<file path="config.mk">
export PLATFORM = sky130hd
export DESIGN_NAME = fir_coef_ctrl
export DESIGN_NICKNAME = d
export VERILOG_FILES = /design/src/rtl/fir_ctrl_pkg.sv /design/src/rtl/fir_coef_bank.sv /design/src/rtl/fir_coef_ctrl.sv
export SDC_FILE = /design/constraint.sdc
export NUM_CORES = 1
export LEC_CHECK = 0
export ABC_CLOCK_PERIOD_IN_PS = 2200
export CORE_MARGIN = 2
export CORE_UTILIZATION = 54
export DETAILED_ROUTE_END_ITERATION = 12
export GPL_TIMING_DRIVEN = 1
export MAX_ROUTING_LAYER = met4
export PLACE_DENSITY = 0.77
export SETUP_SLACK_MARGIN = 0.5
export SYNTH_ARGS = -nofsm -noshare
export SYNTH_HDL_FRONTEND = slang
export SYNTH_SLANG_ARGS = --single-unit
export TNS_END_PERCENT = 30
</file>
<file path="constraint.sdc">
create_clock -name clk -period 2.2 [get_ports clk]
set_input_delay 0.22 -clock clk [delete_from_list [all_inputs] [get_ports clk]]
set_output_delay 0.22 -clock clk [all_outputs]
set_load 0.05 [all_outputs]
</file>
<file path="src/rtl/fir_ctrl_pkg.sv">
// Shared constants, reset-time coefficient set and controller state encoding
// for the symmetric FIR coefficient controller.
package fir_ctrl_pkg;

    localparam int WC_DEF = 18;
    localparam int N_DEF  = 24;
    localparam int NH_DEF = N_DEF / 2;

    localparam logic signed [WC_DEF-1:0] DEFAULT_COEF [NH_DEF] = '{
        18'sd454,    -18'sd342,  -18'sd1479,  -18'sd1138,
        18'sd2580,   18'sd6289,  18'sd2017,   -18'sd11143,
        -18'sd18470, -18'sd1403, 18'sd38404,  18'sd72928
    };

    typedef enum logic [2:0] {
        IDLE,
        LOAD,
        ARMED,
        SWAP,
        FLUSH
    } state_t;

endpackage

</file>
<file path="src/rtl/fir_coef_bank.sv">
// Shadow/active coefficient banks; shadow is written by the config port and
// committed to active on swap, or restored from active on abort.
// FIR_COEF_READBACK_EN adds a combinational shadow read port.
import fir_ctrl_pkg::*;

module fir_coef_bank #(
    parameter int WC = WC_DEF,
    parameter int NH = NH_DEF
) (
    input  logic                 clk,
    input  logic                 reset,
    input  logic                 wr_en,
    input  logic [5:0]           wr_addr,
    input  logic signed [WC-1:0] wr_data,
    input  logic                 commit,
    input  logic                 restore,
`ifdef FIR_COEF_READBACK_EN
    input  logic [5:0]           rd_addr,
    output logic [WC-1:0]        rd_data,
`endif
    output logic [NH*WC-1:0]     active_flat
);

    logic [NH-1:0][WC-1:0] shadow_arr;
    logic [NH-1:0][WC-1:0] active_arr;

    for (genvar i = 0; i < NH; i++) begin : g_ent
        // Entries beyond the packaged default table reset to zero.
        localparam int DI = (i < NH_DEF) ? i : 0;
        localparam logic [WC-1:0] RST_V = (i < NH_DEF) ? WC'(DEFAULT_COEF[DI]) : '0;

        logic [WC-1:0] shadow_q;
        logic [WC-1:0] active_q;

        always_ff @(posedge clk) begin
            if (reset) begin
                shadow_q <= RST_V;
                active_q <= RST_V;
            end else begin
                if (restore)
                    shadow_q <= active_q;
                else if (wr_en && wr_addr == 6'(i))
                    shadow_q <= wr_data;
                if (commit)
                    active_q <= shadow_q;
            end
        end

        assign shadow_arr[i] = shadow_q;
        assign active_arr[i] = active_q;
    end

    assign active_flat = active_arr;

`ifdef FIR_COEF_READBACK_EN
    localparam int AW = $clog2(NH);
    assign rd_data = (rd_addr < 6'(NH)) ? shadow_arr[rd_addr[AW-1:0]] : '0;
`endif

endmodule

</file>
<file path="src/rtl/fir_coef_ctrl.sv">
// Run-time coefficient controller: loads a shadow set, swaps it in on a boundary
// strobe and mutes the filter while stale products flush. Option: FIR_COEF_READBACK_EN.
//   state | meaning
//   IDLE  | waiting for the first write of a set
//   LOAD  | partial set written, more writes expected
//   ARMED | set complete, waiting for swap_en
//   SWAP  | single cycle, shadow copied to active
//   FLUSH | pipeline draining under mute
import fir_ctrl_pkg::*;

module fir_coef_ctrl #(
    parameter int WC        = WC_DEF,
    parameter int N         = N_DEF,
    parameter int FLUSH_LEN = N + 3
) (
    input  logic                   clk,
    input  logic                   reset,
    input  logic                   cfg_valid,
    output logic                   cfg_ready,
    input  logic [5:0]             cfg_addr,
    input  logic signed [WC-1:0]   cfg_data,
    input  logic                   cfg_last,
    input  logic                   abort,
    input  logic                   swap_en,
    output logic [(N/2)*WC-1:0]    coef_bus,
    output logic                   flt_mute,
    output logic                   cfg_err,
    output logic                   swap_done,
    output logic                   busy
`ifdef FIR_COEF_READBACK_EN
    ,
    input  logic [5:0]             rb_addr,
    output logic [WC-1:0]          rb_data
`endif
);

    localparam int NH = N / 2;
    localparam int CW = $clog2(FLUSH_LEN + 1);

    state_t        state, state_nx;
    logic [CW-1:0] flush_cnt;
    logic          accept, pend_abort, wr_en, addr_oor;

    assign accept     = cfg_valid && cfg_ready;
    assign pend_abort = abort && (state == LOAD || state == ARMED);
    assign wr_en      = accept && !pend_abort;
    assign addr_oor   = cfg_addr >= 6'(NH);

    always_comb begin
        state_nx = state;
        case (state)
            IDLE:    if (accept) state_nx = cfg_last ? ARMED : LOAD;
            LOAD: begin
                if (pend_abort)             state_nx = IDLE;
                else if (accept && cfg_last) state_nx = ARMED;
            end
            ARMED: begin
                if (pend_abort)   state_nx = IDLE;
                else if (swap_en) state_nx = SWAP;
            end
            SWAP:    state_nx = FLUSH;
            FLUSH:   if (flush_cnt == '0) state_nx = IDLE;
            default: state_nx = IDLE;
        endcase
    end

`ifdef FIR_COEF_READBACK_EN
    logic [WC-1:0] bank_rd;
`endif

    // Outputs are registered from the next state so they line up with the state register.
    always_ff @(posedge clk) begin
        if (reset) begin
            state     <= IDLE;
            flush_cnt <= '0;
            cfg_ready <= 1'b1;
            flt_mute  <= 1'b0;
            cfg_err   <= 1'b0;
            swap_done <= 1'b0;
            busy      <= 1'b0;
`ifdef FIR_COEF_READBACK_EN
            rb_data   <= '0;
`endif
        end else begin
            state     <= state_nx;
            cfg_ready <= (state_nx == IDLE) || (state_nx == LOAD);
            busy      <= (state_nx != IDLE);
            flt_mute  <= (state_nx == SWAP) || (state_nx == FLUSH);
            swap_done <= (state == FLUSH) && (state_nx == IDLE);
            if (state == SWAP)
                flush_cnt <= CW'(FLUSH_LEN - 1);
            else if (state == FLUSH && flush_cnt != '0)
                flush_cnt <= flush_cnt - CW'(1);
            if (state_nx == SWAP)
                cfg_err <= 1'b0;
            else if (wr_en && addr_oor)
                cfg_err <= 1'b1;
`ifdef FIR_COEF_READBACK_EN
            rb_data   <= bank_rd;
`endif
        end
    end

    fir_coef_bank #(
        .WC (WC),
        .NH (NH)
    ) u_bank (
        .clk         (clk),
        .reset       (reset),
        .wr_en       (wr_en),
        .wr_addr     (cfg_addr),
        .wr_data     (cfg_data),
        .commit      (state == SWAP),
        .restore     (pend_abort),
`ifdef FIR_COEF_READBACK_EN
        .rd_addr     (rb_addr),
        .rd_data     (bank_rd),
`endif
        .active_flat (coef_bus)
    );

endmodule

</file>
==> flow_summary.yaml, run 1 <==
outcome:
  status: "finished clean"
power_and_ir_drop:
  power_density_nw_per_um2: 781
  vdd_ir_drop_max_uv: 574
  fin_total_pwr_mw: 17.6
  internal_power_mw: 13.2
  leakage_nw: 9.61
  power_frac_seq_pct: 48.0
  switching_share_pct: 25.2
  pwr-share-comb_pct: 9.6
  switchingPower_mw: 4.45
  power_frac_clock_pct: 42.4
hold_path:
  min_from: "reset"
  hold_class: "in2reg"
  min_to: "u_bank.g_ent[0].active_q[16]"
  min_delay_path_depth: 2
grt:
  grt_first_pass_wirelength_mm: 84.6
  first_global_vias: 15200
  grt_max_degree: 113
  antenna_found_initial: 0
  grt_use_total_pct: 32.4
  grt-ovfl-total: 0
yosys:
  synth_cell_types: 44
  yosys-top-cells-area: "dfxtp_1, nand2_1, mux2i_1"
  yosys_warnings: 0
  postSynthCellCount: 2043
  avgSynthCellArea_um2: 8.58
  synth-main-ff-cell: "dfxtp_1"
  syn_area_um2: 17500
  synth-edff-count: 0
  synthArstFlopShare_pct: 0
  synth-seq-area-share_pct: 50.8
  yosys.area.top_type: "dfxtp_1"
  postSynthNetCount: 2075
  synth_top_area_share_pct: 50.8
  ys_ff_latch: 445
route:
  ant_nets: 0
  routed_wl_mm: 56.6
  avgRoutedWirePerCell_um: 20.9
  vias_per_cell: 6.02
  remaining_drc_errors: 0
  num_vias: 16400
  first_pass_iters: 6
  drt_iter0_markers: 1403
sta:
  max_freq_mhz: 515
  fin_setup_tns_ns: 0
  final-max-slew-violation-count: 0
  rsz0062_at_grt: "yes"
  slew_headroom_pct: 42.8
  tightest_slew_ns: 0.855
  setup_viol: 0
  fin_worst_skew_ns: 0.0181
  fin_crit_ns: 1.94
  hold_viol_final: 0
  period_share_pct: 88.2
run:
  maxCapViolations: 0
worst_setup_path:
  ff2ff_setup_slack_ns: 0.39
  regToRegEndpoint: "u_bank.g_ent[9].shadow_q[6]"
  crit_fanout: 3
  crit_path_cell_trace: "clkdlybuf4s50_1"
  start_kind: "flop"
  end_kind: "output port"
  reg2regPathDepth: 7
  required_ns: 1.98
  crit_family: "buffers and inverters"
  r2r-start: "state[2]"
  critPathBufInv: 1
  critPathKind: "reg2out"
  arrival_ns: 1.72
  max_stage_delay_ns: 0.83
  cp_slowest_cell: "clkdlybuf4s50_1"
  critical_path_depth: 1
final_layout:
  nNetsFinal: 2276
  layout-drive-gt1-share_pct: 9.74
  diodes: 0
  fin_area_um2: 22600
  syn_to_final_growth_pct: 28.8
floorplan:
  fp.coreArea_um2: 31800
  dieHeight_um: 184
  pin_count: 251
  initial_core_util_pct: 55.1
  die_area_um2: 33900
  die_w_um: 184
  num_rows: 65
cts:
  clock_latency_ns: 0.55
  cts_buffer_depth: 3
  cts_buffers: 45
  htree_levels: 2
  numClockSinks: 445
  cts_root_buffer: "clkbuf_16"
  cts_tree: "done"
  path_clk_slew_ns: 0.06
place:
  dp_hpwl_mm: 33.8
  portBuffers: 250
  dpl_cell_area_um2: 20900
  place.gp.congestion: 0.848
## area by class of cell
cell class              instances  area [um^2]
repair buffers                346         3730
fillers                      2403         9220
clock buffers                  69         1330
multi-input cells            1401         7940
well taps                     435          544
flip-flops and latches        445         8910
clock inverters                14          105
inverters                       5         18.8
## cell usage after synthesis, types with 2 or more instances
cell,number
a211oi_1,32
a21oi_1,198
a221o_1,10
a2bb2oi_1,26
a311oi_1,58
a31oi_1,4
a32oi_1,13
and2_1,4
and3_1,11
buf_1,12
buf_2,14
buf_4,5
buf_6,2
clkbuf_1,158
dfxtp_1,445
ha_1,2
inv_1,5
mux2i_1,135
nand2_1,517
nand2b_1,2
nand3_1,72
nand3b_1,106
nor2_1,92
nor2b_1,2
nor3_1,86
nor3b_1,2
nor4b_1,2
nor4b_2,2
o21ai_0,5
o21ai_1,2
or2_2,2
xnor2_1,2
xor2_1,4
## sequential cells by signal, summed over array words and instances (netlist names)
| register | count |
|---|---|
| state | 3 |
| busy | 1 |
| u_bank.g_ent.active_q | 216 |
| u_bank.g_ent.shadow_q | 216 |
| flush_cnt | 5 |
| cfg_ready | 1 |
| swap_done | 1 |
| flt_mute | 1 |
| cfg_err | 1 |
## placed cells by master (no fill, tap or decap), types with 5 or more instances in the layout
master,n
clkbuf_8,7
a32oi_1,13
a21oi_1,197
and3_1,11
clkdlybuf4s15_2,37
dlygate4sd2_1,69
a221o_1,10
nand2_1,512
clkinv_2,9
o21ai_0,5
dfxtp_1,443
nand3b_1,106
dlymetal6s2s_1,38
clkbuf_1,15
nor2_1,92
clkdlybuf4s15_1,54
nor3_1,85
mux2i_1,135
buf_12,23
nand3_1,72
clkbuf_16,51
buf_4,64
clkdlybuf4s50_1,51
a2bb2oi_1,26
inv_1,5
a311oi_1,58
a211oi_1,31
## cell families after synthesis
logic type               share of synthesized area, %
AO/OA/AOI/OAI                                    12.9
flip-flops                                       50.8
buffers and inverters                            4.57
adder cells (fa/ha/maj)                         0.143
multiplexers                                     7.71
AND/OR/NAND/NOR                                  23.6
XOR/XNOR                                        0.300
## worst max-delay path by stage
stage | start | end | slack (ns)
final | u_bank.g_ent[6].active_q[4] | coef_bus[112] | 0.26
after global routing | u_bank.g_ent[10].active_q[17] | coef_bus[197] | 0.24
after detailed placement | cfg_addr[4] | u_bank.g_ent[2].shadow_q[4] | -0.10
after floorplan | cfg_ready | u_bank.g_ent[9].shadow_q[14] | 0.49
after global placement | cfg_addr[4] | u_bank.g_ent[2].shadow_q[5] | -0.04
after CTS | u_bank.g_ent[4].active_q[13] | coef_bus[85] | 0.24
## layer usage
metal  vias to the layer above  share of wire, %  global-route usage, %
met3                       164               9.9                   6.52
met5                         -                 0                      -
li1                       7476                 -                      -
met4                         0               4.1                   13.0
met2                       863                45                   49.6
met1                      7854                41                   42.2
## power by group through the flow
| stage | sequential [mW] | clock (mW) | combinational, mW |
|---|---|---|---|
| after floorplan | 8.78 | 0 | 0.851 |
| after global placement | 8.62 | 0 | 1.63 |
| after detailed placement | 8.63 | 0 | 1.66 |
| after CTS | 8.46 | 7.52 | 1.65 |
| after global routing | 8.49 | 7.87 | 1.80 |
| final | 8.46 | 7.48 | 1.70 |
## repair_timing
item                                    in CTS  in global routing
resized for setup                          288                 48
hold buffers                                 0                  0
setup buffers                                0                  3
cloned                                       0                  4
pin swaps                                    0                  1
endpoints found under the setup margin     535                595
## stage by stage
stage,utilization (%),hold WS (ns),setup slack (ns),std cells
CTS,70.1,0.0746,0.244,2708
detailed placement,65.8,0.442,-0.101,2625
finish,71.0,0.0932,0.260,2715
global route,71.0,0.102,0.236,2715
floorplan,-,0.390,0.494,2043
global placement,65.8,0.434,-0.0414,2625
Power figures use the tool's default switching activity.
==> run 2: changes to the inputs <==
Settings changed: CORE_ASPECT_RATIO set to 0.9.
==> flow_summary.yaml, run 2 (same netlist as run 1, synthesis figures left out) <==
final_layout:
  layout-drive-gt1-share_pct: 9.61
  fin_area_um2: 22600
  multi_input_area_um2: 7960
  regArea_um2: 8910
  n_fill_cell: 2462
  final_cell_mix: "nand2_1, dfxtp_1, a21oi_1, mux2i_1, nand3b_1"
  nNetsFinal: 2280
  diodes: 0
  syn_to_final_growth_pct: 28.9
  final_common_cell: "nand2_1"
  top_regs: "u_bank.g_ent.active_q (216), u_bank.g_ent.shadow_q (216), flush_cnt (5)"
cts:
  path_clk_slew_ns: 0.06
  cts_tree: "done"
  numClockSinks: 445
  ctsHoldBuffers: 0
  clock_latency_ns: 0.54
  htree_levels: 2
  cts_buffers: 44
  cts_buffer_depth: 3
  cts_root_buffer: "clkbuf_16"
sta:
  period_share_pct: 88.5
  hold_viol_final: 0
  max_freq_mhz: 514
  tightest_slew_ns: 0.841
  fin_crit_ns: 1.95
  rsz0062_at_grt: "yes"
  final-max-slew-violation-count: 0
  setup_viol: 0
  slew_headroom_pct: 43.8
  fin_worst_skew_ns: 0.00869
  setup_slack_ns: 0.254
power_and_ir_drop:
  power_density_nw_per_um2: 809
  vdd_ir_drop_max_uv: 603
  leakage_nw: 9.27
place:
  place.gp.congestion: 0.851
  dp_hpwl_mm: 34.0
  portBuffers: 250
  dpl_cell_area_um2: 20900
  dp_slack_ns: -0.120
route:
  ant_nets: 0
  drt_iter0_markers: 1750
  avgRoutedWirePerCell_um: 20.9
  num_vias: 16300
  remaining_drc_errors: 0
  first_pass_iters: 6
  routed_wl_mm: 56.5
  vias_per_cell: 6.04
worst_setup_path:
  start_kind: "flop"
  arrival_ns: 1.73
  crit_fanout: 3
  critPathKind: "reg2out"
  crit_family: "buffers and inverters"
  r2r-start: "state[1]"
  crit_start: "u_bank.g_ent[6].active_q[1]"
  crit_path_cell_trace: "clkdlybuf4s50_1"
  cp_slowest_cell: "clkdlybuf4s50_1"
  critPathBufInv: 1
  max_stage_delay_ns: 0.84
  end_kind: "output port"
  required_ns: 1.98
grt:
  grt_max_degree: 108
  first_global_vias: 15300
  grt_first_pass_wirelength_mm: 85.0
  grt_use_total_pct: 32.2
  top_usage_layer: "met2"
  antenna_found_initial: 0
  use_met2_pct: 49.4
  met1_usage_pct: 44.0
  grt-ovfl-total: 0
  use_met3_pct: 5.06
floorplan:
  die_w_um: 194
  dieHeight_um: 175
  die_area_um2: 33900
  fp.coreArea_um2: 32000
  pin_count: 251
  num_rows: 62
  initial_core_util_pct: 54.9
hold_path:
  hold_class: "in2reg"
  min_from: "reset"
run:
  maxCapViolations: 0
outcome:
  status: "finished clean"
[run 2: cell count changes in the layout (fill, tap and decap cells not counted), sizes merged, moves of 4 or more]
cell,previous run,this run
dlymetal6s2s,38,1
clkdlybuf4s50,51,84
dlygate4sd2,69,91
clkdlybuf4s15,91,73
bufinv,1,7
clkbuf,73,68
buf,93,97
[run 2: metrics by stage]
step,hold slack [ns],std cells,power [mW],utilization (%),setup TNS (ns)
after floorplan,0.390,2043,9.63,-,0
after global placement,0.435,2610,10.2,65.5,-1.02
after detailed placement,0.440,2610,10.3,65.5,-3.45
after CTS,0.108,2688,18.2,70.0,0
after global routing,0.143,2696,18.8,70.7,0
final,0.0963,2696,18.3,70.7,0
[run 2: worst paths after layout]
kind                                  endpoint  slack (ns)  depth (start not counted)
setup / recovery                 coef_bus[109]        0.25                          1
setup reg to reg   u_bank.g_ent[4].shadow_q[6]        0.36                          7
hold reg to reg    u_bank.g_ent[2].active_q[8]        0.45                          2
hold / removal    u_bank.g_ent[0].active_q[15]         0.1                          2
[run 2: repair_timing]
| action | CTS | global route |
|---|---|---|
| gates resized for setup | 258 | 15 |
| setup endpoints to repair | 547 | 576 |
| setup buffers | 0 | 3 |
| cloned | 0 | 5 |
| pin swaps | 0 | 2 |
[run 2: cell type report]
type | instances | area share (%)
clock inverters | 15 | 1.12
multi-input cells | 1401 | 35.2
well taps | 416 | 2.30
repair buffers | 351 | 16.1
flip-flops and latches | 445 | 39.4
inverters | 5 | 0.0830
clock buffers | 63 | 5.77
[run 2: power by group]
part           internal (mW)  leakage (nW)  switching [mW]
registers               8.31          3.61           0.163
clock network           4.93         0.768            3.16
logic                  0.605          4.89            1.11
[run 2: routing by layer]
| metal | vias to the layer above | share of wire [%] |
|---|---|---|
| li1 | 7456 | - |
| met1 | 7839 | 42 |
| met2 | 879 | 45 |
| met3 | 123 | 10 |
| met4 | 0 | 2.8 |
| met5 | - | 0 |
==> run 3: changes to the inputs <==
Settings changed: PLACE_DENSITY 0.77 to 0.79.
==> flow_summary.yaml, run 3 (same netlist as run 1, synthesis figures left out) <==
route:
  dr_wl_met2_mm: 26.0
  num_vias: 16500
  ant_nets: 0
  drt_iter0_markers: 1585
  vias_per_cell: 6.06
  m1WireLength_mm: 23.7
  avgRoutedWirePerCell_um: 21.2
  top_layer: "met4"
  first_pass_iters: 6
  remaining_drc_errors: 0
  routed-wl-met3_mm: 6.06
  routed_wl_mm: 57.6
floorplan:
  fp.coreArea_um2: 32000
  die_area_um2: 33900
  die_w_um: 194
  pin_count: 251
  initial_core_util_pct: 54.9
  dieHeight_um: 175
  num_rows: 62
final_layout:
  final_common_cell: "nand2_1"
  regArea_um2: 8920
  layout-drive-gt1-share_pct: 11.4
  nNetsFinal: 2303
  diodes: 0
  top_regs: "u_bank.g_ent.active_q (216), u_bank.g_ent.shadow_q (216), flush_cnt (5)"
  post-route-util_pct: 72.8
  syn_to_final_growth_pct: 32.7
  multi_input_area_um2: 8000
  final_cell_mix: "nand2_1, dfxtp_1, a21oi_1, mux2i_1, dlymetal6s2s_1"
  fin_area_um2: 23300
  n_fill_cell: 2309
sta:
  max_freq_mhz: 569
  rsz0062_at_grt: "yes"
  hold_viol_final: 0
  fin_worst_skew_ns: 0.0199
  slew_headroom_pct: 36.1
  setup_viol: 0
  period_share_pct: 79.8
  final-max-slew-violation-count: 0
  tightest_slew_ns: 0.959
  fin_crit_ns: 1.76
worst_setup_path:
  r2r-start: "state[1]"
  critPathBufInv: 1
  max_stage_delay_ns: 0.56
  required_ns: 1.98
  crit_path_cell_trace: "dlygate4sd2_1"
  arrival_ns: 1.54
  crit_family: "buffers and inverters"
  critical_path_depth: 1
  cp_slowest_cell: "dlygate4sd2_1"
  start_kind: "flop"
  crit_fanout: 3
  crit_start: "u_bank.g_ent[7].active_q[17]"
  reg2regPathDepth: 6
  critPathKind: "reg2out"
  end_kind: "output port"
power_and_ir_drop:
  power_density_nw_per_um2: 779
  vdd_ir_drop_max_uv: 684
  leakage_nw: 10.4
  pwr-share-comb_pct: 10.1
  switching_share_pct: 24.8
  internal_power_mw: 13.6
  power_frac_seq_pct: 46.7
  switchingPower_mw: 4.50
  power_frac_clock_pct: 43.2
cts:
  path_clk_slew_ns: 0.07
  numClockSinks: 445
  cts_tree: "done"
  cts_buffers: 44
  htree_levels: 2
  cts_root_buffer: "clkbuf_16"
  cts_buffer_depth: 3
  clock_latency_ns: 0.55
grt:
  grt_first_pass_wirelength_mm: 86.9
  grt_use_total_pct: 32.8
  grt_max_degree: 199
  antenna_found_initial: 0
  grt-ovfl-total: 0
  first_global_vias: 15400
run:
  maxCapViolations: 0
hold_path:
  min_delay_path_depth: 5
  hold_class: "in2reg"
  min_from: "cfg_addr[3]"
outcome:
  status: "finished clean"
place:
  dp_hpwl_mm: 34.0
  dpl_cell_area_um2: 21000
  place.gp.congestion: 0.872
  portBuffers: 250
## run 3: cell types whose count changed in the layout (fill, tap and decap cells not counted), moves of 3 or more
cell and delta:
buf_12 +6, buf_4 +10, buf_6 +3, bufinv_16 -5, clkbuf_8 +8, clkdlybuf4s15_1 +8
clkdlybuf4s15_2 +17, clkdlybuf4s50_1 -60, clkinv_2 -3, dlygate4sd2_1 -71, dlymetal6s2s_1 +106
## run 3: layer usage
| metal | track usage [%] | vias up |
|---|---|---|
| li1 | - | 7517 |
| met1 | 43.9 | 7902 |
| met2 | 50.2 | 910 |
| met3 | 6.06 | 160 |
| met4 | 11.3 | 0 |
| met5 | - | - |
## run 3: worst paths after layout
check	slack, ns	endpoint
worst min-delay path	0.34	u_bank.g_ent[0].shadow_q[17]
worst max register to register	0.49	u_bank.g_ent[11].active_q[2]
worst max-delay path	0.44	coef_bus[143]
worst min register to register	0.45	u_bank.g_ent[10].active_q[4]
## run 3: per-stage QoR
step | TNS (ns) | setup WS (ns) | std cells | hold WS, ns | total power, mW
3_3_place_gp | -3.11 | -0.155 | 2617 | 0.435 | 10.3
3_5_place_dp | -6.93 | -0.163 | 2617 | 0.445 | 10.3
5_1_grt | 0 | 0.410 | 2722 | 0.383 | 18.6
4_1_cts | 0 | 0.229 | 2706 | 0.345 | 18.0
6_report | 0 | 0.444 | 2722 | 0.336 | 18.1
2_1_floorplan | 0 | 0.494 | 2043 | 0.390 | 9.63
## run 3: final cells by class
type / instances / share of cell area (%)
repair buffers: 373 / 18.4
clock inverters: 9 / 0.452
flip-flops and latches: 445 / 38.3
inverters: 5 / 0.0807
clock buffers: 72 / 6.09
well taps: 416 / 2.24
multi-input cells: 1402 / 34.4
## run 3: repair_timing
| action | in CTS | in global routing |
|---|---|---|
| cloned | 2 | 5 |
| pin swaps | 1 | 11 |
| setup endpoints to repair | 572 | 558 |
| setup buffers | 5 | 11 |
| hold endpoints to repair | 14 | 0 |
| hold buffers | 1 | 0 |
| resized for setup | 260 | 126 |
## run 3: power by group through the flow
stage	sequential [mW]	clock [mW]	combinational [mW]
2_1_floorplan	8.78	0	0.851
3_3_place_gp	8.62	0	1.65
3_5_place_dp	8.63	0	1.69
4_1_cts	8.46	7.85	1.70
5_1_grt	8.49	8.20	1.93
6_report	8.47	7.82	1.83
